`config.mk`:
```
export PLATFORM = sky130hd
export DESIGN_NAME = sram_multi_rw
export DESIGN_NICKNAME = d
export VERILOG_FILES = /design/src/rtl/sram_multi_rw.sv
export SDC_FILE = /design/constraint.sdc
export NUM_CORES = 1
export LEC_CHECK = 0
export CAP_MARGIN = 10
export CELL_PAD_IN_SITES_DETAIL_PLACEMENT = 0
export CELL_PAD_IN_SITES_GLOBAL_PLACEMENT = 2
export CORE_ASPECT_RATIO = 1.1
export CORE_MARGIN = 2
export CORE_UTILIZATION = 45
export CTS_BUF_LIST = sky130_fd_sc_hd__clkbuf_16
export DETAILED_ROUTE_END_ITERATION = 10
export GPL_TIMING_DRIVEN = 0
export PLACE_DENSITY = 0.9
export SLEW_MARGIN = 10
export SYNTH_ARGS = -nofsm -noshare
export SYNTH_HDL_FRONTEND = slang
export SYNTH_SLANG_ARGS = --single-unit
```
`constraint.sdc`:
```
create_clock -name clk -period 3.1 [get_ports clk]
set_input_delay 0.62 -clock clk [delete_from_list [all_inputs] [get_ports clk]]
set_output_delay 0.62 -clock clk [all_outputs]
set_load 0.02 [all_outputs]
```
`src/rtl/sram_multi_rw.sv`:
```
// Multi-read-port synchronous SRAM with a byte-lane-masked write port,
// a post-reset clear sequencer and 1- or 2-cycle registered read latency.
module sram_multi_rw #(
  parameter int SIZE       = 16,
  parameter int WIDTH      = 16,
  parameter int LANE_WIDTH = 8,
  parameter int NUM_READ   = 3,
  parameter int READ_LAT   = 1,
  parameter int BYPASS     = 1,
  localparam int ADDR_WIDTH = $clog2(SIZE),
  localparam int NUM_LANES  = WIDTH / LANE_WIDTH
) (
  input  logic                           clk,
  input  logic                           rstN,
  input  logic                           en,
  input  logic                           w,
  input  logic [ADDR_WIDTH-1:0]          wAddr,
  input  logic [NUM_LANES-1:0]           wBe,
  input  logic [WIDTH-1:0]               in,
  input  logic [NUM_READ-1:0]            rEn,
  input  logic [NUM_READ*ADDR_WIDTH-1:0] rAddr,
  output logic [NUM_READ*WIDTH-1:0]      out,
  output logic [NUM_READ-1:0]            outValid,
  output logic                           ready,
  output logic                           addrErr
);

  typedef enum logic {CLEAR, READY} state_t;

  localparam logic [ADDR_WIDTH:0] SIZE_EXT = SIZE[ADDR_WIDTH:0];
  localparam int LAST_I = SIZE - 1;
  localparam logic [ADDR_WIDTH-1:0] LAST = LAST_I[ADDR_WIDTH-1:0];

  state_t                state;
  logic [ADDR_WIDTH-1:0] clr_cnt;
  logic [WIDTH-1:0]      mem [SIZE];

  logic                  issue;
  logic                  w_ok;
  logic                  wr_go;
  logic                  clr_go;
  logic [WIDTH-1:0]      w_mask;
  logic [ADDR_WIDTH-1:0] r_addr [NUM_READ];
  logic [NUM_READ-1:0]   r_ok;
  logic [NUM_READ-1:0]   rd_go;
  logic [NUM_READ-1:0]   rd_bad;
  logic [WIDTH-1:0]      rd_word [NUM_READ];
  logic [WIDTH-1:0]      fin_data [NUM_READ];
  logic [NUM_READ-1:0]   fin_valid;

  // ready is low during the reset cycle's predecessor state only via rstN gating
  assign issue  = rstN && ready && en;
  assign w_ok   = ({1'b0, wAddr} < SIZE_EXT);
  assign wr_go  = issue && w && w_ok;
  assign clr_go = rstN && (state == CLEAR);

  always_comb begin
    w_mask = '0;
    for (int b = 0; b < NUM_LANES; b++) begin
      w_mask[b*LANE_WIDTH +: LANE_WIDTH] = {LANE_WIDTH{wBe[b]}};
    end
  end

  always_comb begin
    for (int i = 0; i < NUM_READ; i++) begin
      r_addr[i] = rAddr[i*ADDR_WIDTH +: ADDR_WIDTH];
      r_ok[i]   = ({1'b0, r_addr[i]} < SIZE_EXT);
    end
  end

  // Bypass merges the incoming lanes at issue time so latency stages carry final data
  always_comb begin
    for (int i = 0; i < NUM_READ; i++) begin
      rd_go[i]   = issue && rEn[i];
      rd_bad[i]  = rd_go[i] && !r_ok[i];
      rd_word[i] = '0;
      if (r_ok[i]) begin
        rd_word[i] = mem[r_addr[i]];
        if (BYPASS != 0 && wr_go && r_addr[i] == wAddr) begin
          rd_word[i] = (in & w_mask) | (mem[r_addr[i]] & ~w_mask);
        end
      end
    end
  end

  always_ff @(posedge clk) begin
    if (clr_go) begin
      mem[clr_cnt] <= '0;
    end else if (wr_go) begin
      for (int b = 0; b < NUM_LANES; b++) begin
        if (wBe[b]) mem[wAddr][b*LANE_WIDTH +: LANE_WIDTH] <= in[b*LANE_WIDTH +: LANE_WIDTH];
      end
    end
  end

  generate
    if (READ_LAT == 2) begin : g_lat2
      logic [WIDTH-1:0]    s1_data [NUM_READ];
      logic [NUM_READ-1:0] s1_valid;

      always_ff @(posedge clk) begin
        if (!rstN) begin
          s1_valid <= '0;
          for (int i = 0; i < NUM_READ; i++) s1_data[i] <= '0;
        end else begin
          s1_valid <= rd_go;
          for (int i = 0; i < NUM_READ; i++) s1_data[i] <= rd_word[i];
        end
      end

      always_comb begin
        fin_valid = s1_valid;
        for (int i = 0; i < NUM_READ; i++) fin_data[i] = s1_data[i];
      end
    end else begin : g_lat1
      always_comb begin
        fin_valid = rd_go;
        for (int i = 0; i < NUM_READ; i++) fin_data[i] = rd_word[i];
      end
    end
  endgenerate

  always_ff @(posedge clk) begin
    if (!rstN) begin
      state    <= CLEAR;
      clr_cnt  <= '0;
      ready    <= 1'b0;
      addrErr  <= 1'b0;
      out      <= '0;
      outValid <= '0;
    end else begin
      if (state == CLEAR) begin
        clr_cnt <= clr_cnt + 1'b1;
        if (clr_cnt == LAST) begin
          state <= READY;
          ready <= 1'b1;
        end
      end
      if (issue && ((w && !w_ok) || (|rd_bad))) addrErr <= 1'b1;
      outValid <= fin_valid;
      for (int i = 0; i < NUM_READ; i++) begin
        if (fin_valid[i]) out[i*WIDTH +: WIDTH] <= fin_data[i];
      end
    end
  end

endmodule

```
Word level (Yosys, flattened, before mapping)
Memories as Yosys holds them, arrays and structs flattened.
Cells that the tools add are included.
Storage, ports and cells
  output and inout port bits: 53
  logic and storage cells: 52
  memories: 1
  bits of input ports: 41
  bits in latches: 0
  RAM bits: 256
  register bits: 57
  ROM bits: 0
Memory list
  mem: depth 16, bits a word 16, rd ports 3, clocked after Yosys merged registers in 0, wr ports 1, RTL line 36  | logic [WIDTH-1:0] mem [SIZE];
Operators by class
  add/sub/neg operators: 1
  bitwise logic cells: 9
  order comparisons: 0
  mux-type cells: 18
  multiply operators: 0
  eq/ne operators: 4
  reductions and logical operators: 12
  div/mod/pow operators: 0
  shifts and indexed selects: 0
Operator list (number)
  $and A16 B16 Y16: 4
  $mux W16: 4
  $or A16 B16 Y16: 3
  $not A16 Y16: 1
  $reduce_or A16 Y1: 1
  $eq A4 B4 Y1: 3
  $mux W1: 12
  $logic_and A1 B1 Y1: 10
  $add A4 B1 Y4 const B: 1
  $eq A4 B4 Y1 const B: 1
  $mux W4: 1
  $mux W2: 1
  $reduce_and A2 Y1: 1
  $not A1 Y1: 1

Depth between registers and ports, before layout
Gate-level depths: netlist (run 1).
  depth after elaboration: 8
  mapped depth: 7
  mapped depth without buffers: 4

Worst setup path after synthesis (run 1)
No wires, ideal clock.
  path kind: input port to flip-flop
  from: in w
  to: mem mem[12][0], enable pin
  path buffers: 0
  required time: 2.730 ns
  arrival: 1.941 ns
  setup time: 0.370 ns
  setup slack: 0.789 ns
  stages: 4
  cell sequence: and4_1 o211a_1 mux2_1 nor2_1
Between the ends
  longest elaborated chain between the ends: 6
  elaborated cells on any way between the ends: 10
  classes of those cells: mux: 8; reduce/logical: 2
RTL lines
  start, declared: RTL line 16  | input logic w,
  $logic_and A1 B1 Y1 *: RTL line 54  | assign wr_go = issue && w && w_ok;
  $mux W1: RTL line 89  | end else if (wr_go) begin
  $mux W1: RTL line 87  | if (clr_go) begin
  $mux W1 (implied by the code): RTL line 91  | if (wBe[b]) mem[wAddr][b*LANE_WIDTH +: LANE_WIDTH] <= in[b*LANE_WIDTH +: LANE_WIDTH];
  $reduce_or A16 Y1 (no line)
  $mux W4 (no line) / $mux W2 (equally long branches)
  end, declared: RTL line 36
Every way passes the cells marked *; elsewhere a longest branch is shown, timed or not.

Final worst setup path (run 1)
  from: in rAddr[6]
  to: reg out[20]
Between the ends
  longest elaborated chain between the ends: 4
  elaborated cells on any way between the ends: 6
  classes of those cells: eq/ne: 1; mux: 1; bitwise: 2; reduce/logical: 1; memory: 1
RTL lines
  start, declared: RTL line 21  | input logic [NUM_READ*ADDR_WIDTH-1:0] rAddr,
  $mem_v2 Z16 W16
  $and A16 B16 Y16: RTL line 80  | rd_word[i] = (in & w_mask) | (mem[r_addr[i]] & ~w_mask);
  $or A16 B16 Y16: RTL line 80
  $mux W16 *: RTL line 79  | if (BYPASS != 0 && wr_go && r_addr[i] == wAddr) begin
  end signal, assigned by index: RTL line 142  | if (fin_valid[i]) out[i*WIDTH +: WIDTH] <= fin_data[i];
  end, declared: RTL line 22  | output logic [NUM_READ*WIDTH-1:0] out,
Marks and branches as above.
A chain may end at the register's enable or synchronous reset.

==> results.cfg, run 1 <==
[worst_hold_path]
hold_start = out[28]$_SDFFE_PN0P_
whs_endpoint = out[28]$_SDFFE_PN0P_
worstHoldPathType = reg -> reg
min_path_cells = 2

[setup_path]
cp_top_family = buffers and inverters
slowest_stage = buf_1
cp_max_fo = 10
endpoint_kind = register
r2r_end = mem[14][10]$_DFFE_PP_
crit_path_start_kind = input port
ff2ff_setup_slack_ns = 0.22
worstReg2RegStart = ready$_SDFFE_PN0P_
cp.depth = 7
max_stage_delay_ns = 0.66
crit_chain = clkdlybuf4s50_1 > buf_2 > buf_1 > mux4_2 > a22oi_1 > nand2_1 > a221o_1
path_class = in -> reg
cp.arrival_ns = 3.50
crit_required_ns = 3.56
ff2ff_path_depth = 4
critPathBufInv = 3

[cts]
path_clk_slew_ns = 0.06
cts_root_buf = clkbuf_16
cts_buffers = 30
clock_latency_ns = 0.58
ctsHoldBuffers = 0
h-tree-depth = 1
cts.path.max_buffers = 3
cts.sinks = 313
cts_tree = yes

[sta]
layout_setup_ws_ns = 0.0681
max_freq_mhz = 330
post-route-period-util_pct = 97.8
skew_ns = 0.0112
grt_setup_unrepaired = no
setup_viol = 0
tightest_slew_ns = 1.17
hold_ws_ns = 0.481
finalMaxSlewViolations = 0
finalHoldViolCount = 0
max-slew-margin-rel_pct = 21.7
setup-tns-final_ns = 0
fin_crit_ns = 3.03

[route]
routed_wl_um = 51900
firstDrtPassIters = 5
num_vias = 11156
wl_met2_um = 24600
ant_nets = 0
wl_per_cell_um = 31.5
drtIter0Drc = 1388
wl_met1_um = 19600
vias_per_cell = 6.77
met3_length_um = 6090
drc = 0
routed.top_layer = met5

[yosys]
synth_area_leaders = edfxtp_1 47%, mux4_2 26%, dfxtp_1 6.9%
syn_area_per_cell_um2 = 16.1
ys_ff_latch = 313
synthesis.instances = 1023
synth_warnings = 0
syn_area_mm2 = 0.0164
yosysSeqAreaShare_pct = 53.7
yosysTopAreaCell = edfxtp_1
ys_types = 46
synth.top_cell.area_share_pct = 46.8
syn-num-nets = 1065

[final_layout]
drive_gt1_share_pct = 24.1
n_antenna_cell = 0
mostFrequentLayoutCells = 256 x edfxtp_1, 189 x mux4_2, 84 x clkdlybuf4s50_1, 68 x a22oi_1, 57 x dfxtp_1
design_area_mm2 = 0.0188
fin_util_pct = 52.2
area_growth_pct = 14.6
mostFrequentLayoutCell = edfxtp_1
nets = 1180

[global_routing]
grt_max_degree = 17
antenna_found_initial = 1
grt_usage_pct = 27.7
grt_pass1_vias = 11020
grt_pass1_wl_um = 74700
grt_overflow = 0

[power_and_ir_drop]
p_leak_nw = 6.14
vdd_drop_max_v = 0.000433
power_density_mw_per_mm2 = 480

[placement]
post_dp_cell_area_mm2 = 0.0179
port_buffers = 84
dpl.hpwl_um = 36700
post-place-ws_ns = -0.592
finalWeightedCongestion = 0.900

[die]
core_mm2 = 0.0361
ios = 94
dieArea_mm2 = 0.0381
dieHeight_um = 204
initial_core_util_pct = 45.5
rows = 73
fp.dieW_um = 186

[flow_run]
cap_violations = 0

[run_status]
status = finished clean
[through the flow]
step	total power, mW	std cells
floorplan	5.20	1023
CTS	9.03	1650
global placement	5.55	1594
detailed placement	5.55	1594
global route	9.21	1649
finish	9.04	1649
[layout make-up]
class                           count  area, µm²
Multi-Input combinational cell    614       7100
Inverter                            5       18.8
Timing Repair Buffer               84        841
Tap cell                          487        609
Sequential cell                   313       8830
Buffer                             90        483
Clock inverter                     22       92.6
Fill cell                        2924      17300
Clock buffer                       34        851
[cell families (layout without fill, tap and decap cells)]
kind of cell / after synthesis / count (layout) / share of synthesized area, %
and+or+nand+nor: 228 / 228 / 7.12
AOI/OAI and AO/OA: 168 / 168 / 8.22
xor gates and xnor gates: 15 / 15 / 0.800
buffers and inverters: 96 / 235 / 3.08
adders and majority gates: 1 / 1 / 0.0761
DFF: 313 / 313 / 53.7
muxes: 201 / 201 / 27.0
other: 1 / 1 / 0.0228
[how the worst max path moves through the flow]
stage | startpoint | to | slack (ns)
after floorplan | w | mem[12][0]$_DFFE_PP_ | 0.79
after global placement | rAddr[2] | out[3]$_SDFFE_PN0P_ | -0.58
after detailed placement | rAddr[2] | out[11]$_SDFFE_PN0P_ | -0.59
after CTS | rAddr[2] | out[11]$_SDFFE_PN0P_ | 0.01
after global routing | en | mem[14][10]$_DFFE_PP_ | 0.01
final | rAddr[6] | out[20]$_SDFFE_PN0P_ | 0.07
[cells in the mapped netlist (all sizes together)]
| cell type | instances |
|---|---|
| nand4 | 17 |
| a41o | 1 |
| a31o | 3 |
| xor2 | 12 |
| a22oi | 68 |
| o211ai | 14 |
| and2b | 1 |
| mux4 | 192 |
| o21a | 1 |
| o211a | 1 |
| nand2 | 51 |
| nor4 | 3 |
| a32o | 3 |
| a22o | 28 |
| ha | 1 |
| inv | 5 |
| a31oi | 4 |
| nor2 | 57 |
| and2 | 31 |
| mux2 | 2 |
| mux2i | 7 |
| edfxtp | 256 |
| o21ai | 1 |
| buf | 50 |
| nand4b | 1 |
| dfxtp | 57 |
| nor2b | 22 |
| and4 | 1 |
| and3 | 38 |
| nor3 | 1 |
| nand2b | 2 |
| a21o | 2 |
| a221o | 30 |
| xnor2 | 3 |
| clkbuf | 41 |
| conb | 1 |
| nand3 | 3 |
| a21oi | 12 |
[routing by layer]
layer	global-route usage, %	up-vias
met3	6.02	118
met5	0	-
met2	43.5	752
li1	-	4547
met4	9.59	2
met1	38.5	5737
[worst reg2reg max path, cell delays in order, from the launching register on]
cell and delay, ns:
dfxtp_1 0.45, and4_1 0.37, o211a_1 0.32, mux2_1 0.50
nor2_1 0.86
[timing repair]
action / CTS / global route
gates resized for setup: 0 / 3
endpoints found under the setup margin: 0 / 29
setup buffers: 0 / 0
[flip-flops by register name (all words and copies together) (netlist names)]
register / count
outValid: 3
mem: 256
clr_cnt: 4
state: 1
ready: 1
out: 48
[where the power goes]
part / internal (mW) / switching (mW) / leakage [nW]
combinational: 0.366 / 0.554 / 2.89
sequential: 4.54 / 0.0310 / 2.74
clock: 1.95 / 1.61 / 0.514
Note: power is estimated with default switching activity, not from simulation.
==> run 2, diff against run 1 <==
- CAP_MARGIN: 10 -> 20
==> results of run 2 <==
Same layout as run 1: the final DEF is identical, and so are final timing and power.
